==> config.mk <==
export PLATFORM = sky130hd
export DESIGN_NAME = countdown_timer_flat
export DESIGN_NICKNAME = d
export VERILOG_FILES = /design/src/rtl/timer_pkg.sv /design/src/rtl/countdown_timer_if.sv /design/src/rtl/countdown_timer_counter.sv /design/src/rtl/countdown_timer.sv /design/src/flat_wrapper.sv
export SDC_FILE = /design/constraint.sdc
export NUM_CORES = 1
export LEC_CHECK = 0
export ABC_AREA = 1
export CORE_ASPECT_RATIO = 1.75
export CORE_MARGIN = 5
export CORE_UTILIZATION = 47
export CTS_CLUSTER_SIZE = 30
export DETAILED_ROUTE_END_ITERATION = 16
export MAX_ROUTING_LAYER = met4
export PLACE_DENSITY = 0.82
export REMOVE_ABC_BUFFERS = 1
export SLEW_MARGIN = 20
export SYNTH_ARGS = -nofsm -noshare
export SYNTH_HDL_FRONTEND = slang
export SYNTH_SLANG_ARGS = --single-unit
==> constraint.sdc <==
create_clock -name CLK -period 4 [get_ports CLK]
set_clock_uncertainty 0.15 [all_clocks]
set_input_delay 0.8 -clock CLK [delete_from_list [all_inputs] [get_ports CLK]]
set_output_delay 0.8 -clock CLK [all_outputs]
set_load 0.005 [all_outputs]
==> src/rtl/timer_pkg.sv <==
// Shared types and constants for the countdown timer: FSM state encoding,
// the reload-mode flag values and a small state helper.
package timer_pkg;

    typedef enum logic [1:0] {
        IDLE = 2'd0,
        RUN  = 2'd1,
        DONE = 2'd2
    } state_t;

    localparam logic MODE_ONESHOT  = 1'b0;
    localparam logic MODE_PERIODIC = 1'b1;

    // A timer counts as active from load until its expiry is consumed or cancelled.
    function automatic logic is_active(input state_t s);
        return (s == RUN) || (s == DONE);
    endfunction

endpackage

==> src/rtl/countdown_timer_if.sv <==
// Request/response and control bundle of the countdown timer.
// The master side issues count requests and consumes expiries; the slave side is the timer.
interface countdown_timer_if #(
    parameter int bitwidth = 32
);
    logic                req_val;
    logic                req_rdy;
    logic [bitwidth-1:0] req_count;
    logic                req_periodic;
    logic                hold;
    logic                cancel;
    logic                resp_val;
    logic                resp_rdy;
    logic                busy;
    logic [bitwidth-1:0] count_out;

    modport master (
        output req_val, req_count, req_periodic, hold, cancel, resp_rdy,
        input  req_rdy, resp_val, busy, count_out
    );

    modport slave (
        input  req_val, req_count, req_periodic, hold, cancel, resp_rdy,
        output req_rdy, resp_val, busy, count_out
    );
endinterface

==> src/rtl/countdown_timer_counter.sv <==
// Loadable down-counter without reset: LD has priority over EN and the
// value saturates at zero instead of wrapping.
module counter #(
    parameter int bitwidth = 32
) (
    input  logic                CLK,
    input  logic                LD,
    input  logic                EN,
    input  logic [bitwidth-1:0] IN,
    output logic [bitwidth-1:0] OUT
);
    localparam logic [bitwidth-1:0] ONE = bitwidth'(1);

    always_ff @(posedge CLK) begin
        if (LD) begin
            OUT <= IN;
        end else if (EN && (OUT != '0)) begin
            OUT <= OUT - ONE;
        end
    end
endmodule

==> src/rtl/countdown_timer.sv <==
// One-shot / periodic interval timer: a val/rdy front-end that loads the
// down-counter, watches it reach zero and holds an expiry response until consumed.
module countdown_timer
    import timer_pkg::*;
#(
    parameter int bitwidth = 32
) (
    input  logic             CLK,
    input  logic             RESET,
    countdown_timer_if.slave tif
);
    state_t              state_reg, state_next;
    logic [bitwidth-1:0] period_reg, period_next;
    logic                periodic_reg, periodic_next;

    logic                ld;
    logic                en;
    logic [bitwidth-1:0] load_value;
    logic [bitwidth-1:0] cnt;
    logic                cnt_zero;
    logic                accept;
    logic                resp_fire;

    counter #(
        .bitwidth(bitwidth)
    ) u_counter (
        .CLK(CLK),
        .LD (ld),
        .EN (en),
        .IN (load_value),
        .OUT(cnt)
    );

    // All handshake outputs are forced inactive while RESET is high.
    assign tif.req_rdy   = (state_reg == IDLE) && !RESET;
    assign tif.resp_val  = (state_reg == DONE) && !RESET;
    assign tif.busy      = is_active(state_reg) && !RESET;
    // The counter is undefined before its first load, so never expose it in IDLE.
    assign tif.count_out = tif.busy ? cnt : '0;

    assign cnt_zero  = (cnt == '0);
    assign accept    = tif.req_val && tif.req_rdy;
    assign resp_fire = tif.resp_val && tif.resp_rdy;

    always_comb begin
        state_next    = state_reg;
        period_next   = period_reg;
        periodic_next = periodic_reg;
        ld            = 1'b0;
        en            = 1'b0;
        load_value    = period_reg;

        unique case (state_reg)
            IDLE: begin
                if (accept) begin
                    ld            = 1'b1;
                    load_value    = tif.req_count;
                    period_next   = tif.req_count;
                    periodic_next = tif.req_periodic;
                    state_next    = RUN;
                end
            end
            RUN: begin
                if (tif.cancel) begin
                    state_next = IDLE;
                end else if (cnt_zero) begin
                    state_next = DONE;
                end else begin
                    en = !tif.hold;
                end
            end
            DONE: begin
                // cancel wins over a coincident handshake: the expiry is dropped.
                if (tif.cancel) begin
                    state_next = IDLE;
                end else if (resp_fire) begin
                    if (periodic_reg == MODE_PERIODIC) begin
                        ld         = 1'b1;
                        state_next = RUN;
                    end else begin
                        state_next = IDLE;
                    end
                end
            end
            default: begin
                state_next = IDLE;
            end
        endcase
    end

    always_ff @(posedge CLK) begin
        if (RESET) begin
            state_reg    <= IDLE;
            period_reg   <= '0;
            periodic_reg <= MODE_ONESHOT;
        end else begin
            state_reg    <= state_next;
            period_reg   <= period_next;
            periodic_reg <= periodic_next;
        end
    end
endmodule

==> src/flat_wrapper.sv <==
// flat-port wrapper written by rule: the top's interface ports become plain ports
module countdown_timer_flat import timer_pkg::*;
#(
    parameter int bitwidth = 32
)
  (CLK, RESET, tif_req_val, tif_req_count, tif_req_periodic, tif_hold, tif_cancel, tif_resp_rdy, tif_req_rdy, tif_resp_val, tif_busy, tif_count_out);
  countdown_timer_if #(.bitwidth(bitwidth)) tif_i ();
  input  logic CLK;
  input  logic RESET;
  input wire logic [$bits(tif_i.req_val)-1:0] tif_req_val;
  input wire logic [$bits(tif_i.req_count)-1:0] tif_req_count;
  input wire logic [$bits(tif_i.req_periodic)-1:0] tif_req_periodic;
  input wire logic [$bits(tif_i.hold)-1:0] tif_hold;
  input wire logic [$bits(tif_i.cancel)-1:0] tif_cancel;
  input wire logic [$bits(tif_i.resp_rdy)-1:0] tif_resp_rdy;
  output wire logic [$bits(tif_i.req_rdy)-1:0] tif_req_rdy;
  output wire logic [$bits(tif_i.resp_val)-1:0] tif_resp_val;
  output wire logic [$bits(tif_i.busy)-1:0] tif_busy;
  output wire logic [$bits(tif_i.count_out)-1:0] tif_count_out;
  assign tif_i.req_val = tif_req_val;
  assign tif_i.req_count = tif_req_count;
  assign tif_i.req_periodic = tif_req_periodic;
  assign tif_i.hold = tif_hold;
  assign tif_i.cancel = tif_cancel;
  assign tif_i.resp_rdy = tif_resp_rdy;
  assign tif_req_rdy = tif_i.req_rdy;
  assign tif_resp_val = tif_i.resp_val;
  assign tif_busy = tif_i.busy;
  assign tif_count_out = tif_i.count_out;
  countdown_timer #(.bitwidth(bitwidth)) u_core (.CLK(CLK), .RESET(RESET), .tif(tif_i));
endmodule
==> summary.txt, run 1 <==
Max-cap violations -> 0
met3 Use GR -> 4.42%
Distinct cells, synth -> 33
GR Util met2 -> 35.6%
core area -> 0.00802 sq mm
Main synth FF type -> dfxtp_1
number of global-route vias before repair -> 3,429
Max Root-Sink Buffers -> 2
data arrival time of the critical path -> 2.52 ns
CTS tree -> done
depth of the most critical reg-to-reg path -> 8
gpl congestion -> 0.911
setup slack after layout -> 0.529 ns
GRT overflow -> 0
Reg2Reg Setup Slack -> 1.63 ns
hold_sp -> u_core.period_reg[23]
period utilization -> 86.8%
Hold Path Depth -> 2
hold path endpoint -> u_core.period_reg[23]
Critical Path Source Type -> input pin
grt met1 use -> 21.5%
total track usage -> 20.5%
IO Port Bufs -> 73
PD cells -> 559 mW/mm^2
cell with the most instances after synthesis -> nor2_1
layout cells sized above 1 -> 6.49%
CTS Hold Bufs -> 0
CTS-repair resized insts -> 0
commonest cells in the synthesized netlist -> nor2_1 (140), nand2_1 (106), inv_1 (64)
largest net degree at the start of global routing -> 37
yosys warns -> 0
Residual DRC -> 0
CP max FO -> 23
worst reg2reg path startpoint -> u_core.u_counter.OUT[0]
cts bufs inserted -> 9
Routed wire per std cell -> 13.8 um
DIE HEIGHT -> 130 um
worst skew pair latency -> 0.33 ns
pre-CTS setup slack -> 0.513 ns
Post-Route WL -> 9.56 mm
syn_area_per_cell -> 7.36 sq um
Worst Path Required -> 3.05 ns
Syn Std Cell Area -> 0.00387 sq mm
Worst VDD drop -> 392 uV
Antenna Nets Post-Route -> 0
# setup viols final -> 0
htree depth -> 3
Post-CTS Setup Inserts -> 0
worst r2r dst -> u_core.u_counter.OUT[29]
HPWL after DPL -> 7.10 mm
status -> finished, final reports clean
ys async rst share -> 0%
row count -> 43
main area contributors after synthesis -> edfxtp_1 (25%), dfxtp_1 (18%), nor2_1 (14%), nand2_1 (10%), inv_1 (6.2%)
Hold Crit Class -> reg2reg
post-synthesis cell count -> 526
Leakage -> 2.07 nW
slew of the pin with the lowest slew margin -> 0.428 ns
diode count -> 0
Root Buffer -> clkbuf_16
CP endpoint kind -> primary output
global-route wire length before repair -> 15.8 mm
Crit Path Category -> in2out
total negative slack -> 0 ns
layer with the highest usage -> met2
Hold Violations, Final -> 0
detailed-route via count -> 3,484
number of clock sinks -> 67
Reg clk slew, reported paths -> 0.05 ns
top achievable clock speed -> 288 MHz
Seq/Total Area, Yosys -> 42.9%
die footprint -> 0.0102 sq mm
fin. max-slew vios -> 0
initial antenna violation count -> 0
vias per cell -> 5.04
Post-synth EDFFs -> 32
Yosys reg bits -> 67
Synth area leader -> edfxtp_1
Initial DRC Count -> 189
Yosys top cell area share -> 24.8%
relative slew slack -> 71.5%
Die W -> 78.6 um
Tmin final -> 3.47 ns
synthesis-to-layout area growth -> 27.2%
final net count -> 640
RSZ-0062 raised after global routing -> false
IO Pins -> 74
starting density of the core -> 48.3%
First-pass DRT Iterations -> 6
Finished Core Util -> 61.4%
==> layout make-up <==
type	count	area, sq um
fillers	714	3090
multi-input cells	373	1830
flip-flops and latches	67	1660
repair buffers	78	781
inverters	67	254
clock buffers	10	229
well taps	90	113
clock inverters	6	56.3
==> where the power goes <==
part	internal [W]	switching (W)	total (W)
Clock	0.000476	0.000276	0.000752
Combinational	0.000441	0.000558	0.000999
Sequential	0.000903	0.0000981	0.00100
Total	0.00182	0.000932	0.00275
==> worst max path at each step <==
| stage | start | end | slack (ns) | depth (start not counted) |
|---|---|---|---|---|
| final | RESET | tif_count_out[28] | 0.53 | 6 |
| after global routing | RESET | tif_count_out[12] | 0.32 | 6 |
| after CTS | RESET | tif_count_out[28] | 0.51 | 6 |
| after detailed placement | RESET | tif_count_out[28] | 0.51 | 6 |
| after global placement | RESET | tif_count_out[13] | 0.57 | 6 |
| after floorplan | tif_cancel | u_core.u_counter.OUT[0] | 0.05 | 3 |
==> stage by stage <==
step                instance area [sq um]  cells  total power, W  hold slack, ns
global route                         4920    691         0.00294           0.376
floorplan                            3740    507         0.00158           0.300
global placement                     4640    675         0.00198           0.318
finish                               4920    691         0.00275           0.341
CTS                                  4920    691         0.00277           0.338
detailed placement                   4640    675         0.00201           0.325
==> layout by cell type, fill, tap and decap left out, drive strengths merged, types with 11 or more instances in the layout <==
cell / count
dfxtp: 35
nor2: 145
nand3: 13
inv: 67
o21ai: 40
clkdlybuf4s50: 73
or2: 11
edfxtp: 32
mux2i: 12
xor2: 22
nand2: 106
==> routing by layer <==
metal / vias to the layer above / wire length [um]
li1: 1762 / -
met1: 1581 / 3690
met2: 116 / 5090
met3: 25 / 502
met4: 0 / 278
met5: - / 0
==> kinds of logic after synthesis <==
kind of cell | synth area share (%)
buf+inv | 9.92
simple gates | 29.1
compound gates | 8.40
flops | 42.9
mux | 3.10
fa+ha+maj | 1.62
xor+xnor | 4.98
==> worst max-delay path, cell delays in order <==
cell and delay, ns:
clkdlybuf4s50_1 0.54, inv_4 0.06, nand2_1 0.24, buf_4 0.34, nor2_1 0.08, clkdlybuf4s50_1 0.45
No activity file was read; power rests on OpenSTA's default activity.
==> run 2: changes to the inputs <==
CORE_MARGIN = 4   (was 5)
==> summary.txt, run 2 (same netlist as run 1, synthesis figures left out) <==
Hold Crit Class -> reg2reg
Reg clk slew, reported paths -> 0.05 ns (about the same)
number of clock sinks -> 67 (unchanged)
most frequent cells in the layout -> nor2_1 (140), nand2_1 (106), clkdlybuf4s50_1 (73)
Design Area, Final -> 0.00494 sq mm (+0.36%)
row count -> 43 (unchanged)
Root Buffer -> clkbuf_16
RSZ-0062 raised after global routing -> false
fin. max-slew vios -> 0 (unchanged)
Largest stage delay, worst path -> 0.54 ns (about the same)
layout cells sized above 1 -> 6.95% (+0.46 points)
total negative slack -> 0 ns (unchanged)
GRT overflow -> 0 (unchanged)
Area after DPL -> 0.00465 sq mm (+0.22%)
Tmin final -> 3.40 ns (-0.0679 ns)
CTS-repair resized insts -> 0 (unchanged)
Max Root-Sink Buffers -> 2 (unchanged)
Hold Violations, Final -> 0 (unchanged)
detailed-route via count -> 3,502 (+0.52%)
IO Pins -> 74 (unchanged)
total track usage -> 21.4% (+0.98 points)
most common cell after layout, fill and taps aside -> nor2_1
Antenna Nets Post-Route -> 0 (unchanged)
largest net degree at the start of global routing -> 35 (-5.4%)
Die W -> 76.6 um (-2.5%)
Post-CTS Setup Inserts -> 0 (unchanged)
# setup viols final -> 0 (unchanged)
PD cells -> 562 mW/mm^2 (+0.65%)
critical-path cell list -> clkdlybuf4s50_1, inv_4, nand2_1, buf_4, nor2_1, clkdlybuf4s50_1
CTS Hold Bufs -> 0 (unchanged)
Worst Path Required -> 3.05 ns (about the same)
final net count -> 643 (+0.47%)
htree depth -> 3 (unchanged)
Reg2Reg Setup Slack -> 1.41 ns (-0.22 ns)
Post-Route WL -> 9.83 mm (+2.7%)
CP max FO -> 17 (-26%)
data arrival time of the critical path -> 2.45 ns (-0.07 ns)
worst skew pair latency -> 0.33 ns (about the same)
period utilization -> 85.1% (-1.7 points)
relative slew slack -> 41.7% (-30 points)
core area -> 0.00796 sq mm (-0.67%)
status -> finished, final reports clean
Critical Path Source Type -> input pin
die footprint -> 0.00981 sq mm (-4.0%)
CP endpoint kind -> primary output
First-pass DRT Iterations -> 4 (-2)
global-route wire length before repair -> 16.2 mm (+2.6%)
gpl congestion -> 0.958 (+5.2%)
top achievable clock speed -> 294 MHz (+2.0%)
IO Port Bufs -> 73 (unchanged)
number of global-route vias before repair -> 3,635 (+6.0%)
Initial DRC Count -> 263 (+39%)
Crit Path Category -> in2out
starting density of the core -> 48.6% (+0.33 points)
Worst path slowest cell -> clkdlybuf4s50_1
diode count -> 0 (unchanged)
Leakage -> 2.08 nW (+0.86%)
Worst VDD drop -> 315 uV (-20%)
Most common cell on crit path -> clkdlybuf4s50_1
Residual DRC -> 0 (unchanged)
CTS tree -> done
slew of the pin with the lowest slew margin -> 0.875 ns (+0.447 ns)
vias per cell -> 5.05 (about the same)
initial antenna violation count -> 0 (unchanged)
DIE HEIGHT -> 128 um (-1.5%)
Max-cap violations -> 0 (unchanged)
Routed wire per std cell -> 14.2 um (+2.3%)
HPWL after DPL -> 7.36 mm (+3.6%)
cts bufs inserted -> 9 (unchanged)
synthesis-to-layout area growth -> 27.7%
==> run 2: path summary, 6_finish.rpt <==
path              cells past startpoint                    start                        to
setup / recovery                      6                    RESET          tif_count_out[8]
hold / removal                        2    u_core.period_reg[23]     u_core.period_reg[23]
setup reg to reg                      8  u_core.u_counter.OUT[0]  u_core.u_counter.OUT[25]
hold reg to reg                       2    u_core.period_reg[23]     u_core.period_reg[23]
==> run 2: area by class of cell <==
class	count	area (sq um)
clock inverters	1	5.00
multi-input cells	373	1830
flip-flops and latches	67	1660
repair buffers	81	791
well taps	90	113
fillers	719	3020
clock buffers	15	288
inverters	67	254
==> run 2: critical path: cells and delay by family <==
kind / cells / cell delay (ns)
buf+inv: 4 / 1.37
simple gates: 2 / 0.27
==> run 2: power by group <==
group          switching [W]  internal (W)  total (W)
Combinational       0.000572      0.000449    0.00102
Clock               0.000272      0.000486   0.000758
Sequential         0.0000968      0.000903    0.00100
Total               0.000941       0.00184    0.00278
==> run 2: metrics by stage <==
stage,hold WS (ns),util [%],power (W),setup WS [ns],instances
3_3_place_gp,0.318,58.4,0.00198,0.664,678
4_1_cts,0.352,62.1,0.00278,0.595,694
3_5_place_dp,0.340,58.4,0.00202,0.618,678
2_1_floorplan,0.300,-,0.00158,0.0518,507
6_report,0.347,62.1,0.00278,0.597,694
5_1_grt,0.387,62.1,0.00294,0.515,694
==> run 2: layer usage <==
metal	track usage [%]	vias to the layer above	wire length, um
li1	-	1779	-
met5	-	-	0
met1	21.2	1594	3740
met2	39.5	108	5430
met3	4.08	21	367
met4	11.2	0	280
==> run 3: changes to the inputs <==
CORE_ASPECT_RATIO = 0.75   (was 1.75)
==> summary.txt, run 3 (same netlist as run 1, synthesis figures left out) <==
status -> finished, final reports clean
DIE HEIGHT -> 86.6 um (-32%)
data arrival time of the critical path -> 2.29 ns (-0.16 ns)
# setup viols final -> 0 (unchanged)
largest net degree at the start of global routing -> 35 (unchanged)
routed metal-1 wire length -> 4.61 mm (+23%)
depth of the most critical reg-to-reg path -> 8 (unchanged)
Post-Route WL -> 9.66 mm (-1.7%)
First-pass DRT Iterations -> 6 (+2)
Gate power share -> 40.7% (+3.9 points)
Reg2Reg Setup Slack -> 1.37 ns (-0.04 ns)
slew of the pin with the lowest slew margin -> 0.949 ns (+0.0741 ns)
Leakage -> 2.01 nW (-3.3%)
top achievable clock speed -> 308 MHz (+4.9%)
starting density of the core -> 48.7% (+0.061 points)
Root Buffer -> clkbuf_8
Finished Core Util -> 60.9% (-1.2 points)
Int Pwr -> 0.00157 W (-14%)
fin. max-slew vios -> 0 (unchanged)
Die W -> 113 um (+47%)
Residual DRC -> 0 (unchanged)
vias per cell -> 4.90 (-2.8%)
cts bufs inserted -> 9 (unchanged)
Switching Share -> 37.2% (+3.3 points)
number of clock sinks -> 67 (unchanged)
GRT overflow -> 0 (unchanged)
Max-cap violations -> 0 (unchanged)
Crit Path Category -> in2out
synthesis-to-layout area growth -> 25.1%
CTS tree -> done
number of global-route vias before repair -> 3,357 (-7.6%)
htree depth -> 3 (unchanged)
total net switching power -> 0.000931 W (-1.0%)
Max Root-Sink Buffers -> 2 (unchanged)
Flop pwr share -> 39.9% (+3.9 points)
Worst Path Required -> 3.05 ns (about the same)
die footprint -> 0.00977 sq mm (-0.43%)
final net count -> 642 (-0.16%)
Critical Path Source Type -> input pin
CP max FO -> 17 (unchanged)
Area after DPL -> 0.00467 sq mm (+0.51%)
relative slew slack -> 36.7% (-4.9 points)
total negative slack -> 0 ns (unchanged)
Antenna Nets Post-Route -> 0 (unchanged)
fin cells -> 708 (+2.0%)
Hold Violations, Final -> 0 (unchanged)
IO Pins -> 74 (unchanged)
CTS-repair resized insts -> 0 (unchanged)
IO Port Bufs -> 73 (unchanged)
worst r2r dst -> u_core.u_counter.OUT[28]
Fill cells -> 722 (+0.42%)
core area -> 0.00795 sq mm (-0.13%)
worst setup path start -> RESET
HPWL after DPL -> 7.42 mm (+0.73%)
Inst Count DP -> 692 (+2.1%)
most frequent cells in the layout -> nor2_1 (140), nand2_1 (106), clkdlybuf4s50_1 (73)
total track usage -> 21.5% (+0.060 points)
diode count -> 0 (unchanged)
CTS Hold Bufs -> 0 (unchanged)
most common cell after layout, fill and taps aside -> nor2_1
initial antenna violation count -> 0 (unchanged)
PD cells -> 517 mW/mm^2 (-8.0%)
Clock Power Share -> 19.4% (-7.9 points)
Multi-input gate area -> 0.00183 sq mm (unchanged)
Hold Crit Class -> reg2reg
worst reg2reg path startpoint -> u_core.u_counter.OUT[0]
gpl congestion -> 0.900 (-6.1%)
worst skew pair latency -> 0.35 ns (+0.02 ns)
Worst VDD drop -> 248 uV (-21%)
Post-CTS Setup Inserts -> 0 (unchanged)
Reg clk slew, reported paths -> 0.08 ns (+0.03 ns)
layout cells sized above 1 -> 6.97% (+0.012 points)
Tmin final -> 3.24 ns (-0.158 ns)
Routed wire per std cell -> 13.6 um (-3.6%)
CP endpoint kind -> primary output
metal2 WL -> 4.40 mm (-19%)
end point of the critical path -> tif_count_out[27]
global-route wire length before repair -> 16.1 mm (-0.38%)
row count -> 28 (-35%)
RSZ-0062 raised after global routing -> false
max layer used -> met4
DR WL met3 -> 531 um (+45%)
Initial DRC Count -> 179 (-32%)
period utilization -> 81.1% (-3.9 points)
Register Area -> 0.00166 sq mm (unchanged)
Design Area, Final -> 0.00484 sq mm (-2.0%)
detailed-route via count -> 3,471 (-0.89%)
-- run 3: how the worst min path moves through the flow --
stage                              start              endpoint  slack, ns  cells after the start
finish              u_core.period_reg[2]  u_core.period_reg[2]       0.34                      2
global route         u_core.periodic_reg   u_core.periodic_reg       0.40                      2
CTS                 u_core.period_reg[4]  u_core.period_reg[4]       0.36                      2
detailed placement  u_core.period_reg[2]  u_core.period_reg[2]       0.34                      2
global placement    u_core.period_reg[7]  u_core.period_reg[7]       0.33                      2
floorplan           u_core.period_reg[2]  u_core.period_reg[2]       0.30                      2
-- run 3: cell type report --
cell class / count / share of cell area, %
well taps: 105 / 2.71
repair buffers: 80 / 16.4
multi-input cells: 373 / 37.8
flip-flops and latches: 67 / 34.3
clock inverters: 7 / 0.930
clock buffers: 9 / 2.56
inverters: 67 / 5.25
-- run 3: critical path: stages --
cell,delay (ns)
clkdlybuf4s50_1,0.47
inv_4,0.11
nand2_1,0.07
buf_4,0.20
nor2_1,0.11
clkdlybuf4s50_1,0.52
-- run 3: per-layer routing --
| metal | global-route usage, % | vias up |
|---|---|---|
| li1 | - | 1778 |
| met1 | 28.2 | 1584 |
| met2 | 33.9 | 97 |
| met3 | 3.84 | 12 |
| met4 | 7.42 | 0 |
| met5 | - | - |
-- run 3: power by group through the flow --
stage / registers [W] / clock network, W / logic [W]
3_3_place_gp: 0.00101 / 0 / 0.000981
4_1_cts: 0.000996 / 0.000499 / 0.00103
5_1_grt: 0.00101 / 0.000528 / 0.00115
2_1_floorplan: 0.000984 / 0 / 0.000601
3_5_place_dp: 0.00101 / 0 / 0.00102
6_report: 0.000999 / 0.000487 / 0.00102
-- run 3: through the flow --
step / worst slack, ns / hold WS (ns) / total power [W]
finish: 0.755 / 0.343 / 0.00251
global route: 0.679 / 0.401 / 0.00269
CTS: 0.750 / 0.357 / 0.00252
detailed placement: 0.748 / 0.339 / 0.00203
global placement: 0.799 / 0.327 / 0.00199
floorplan: 0.0518 / 0.300 / 0.00158
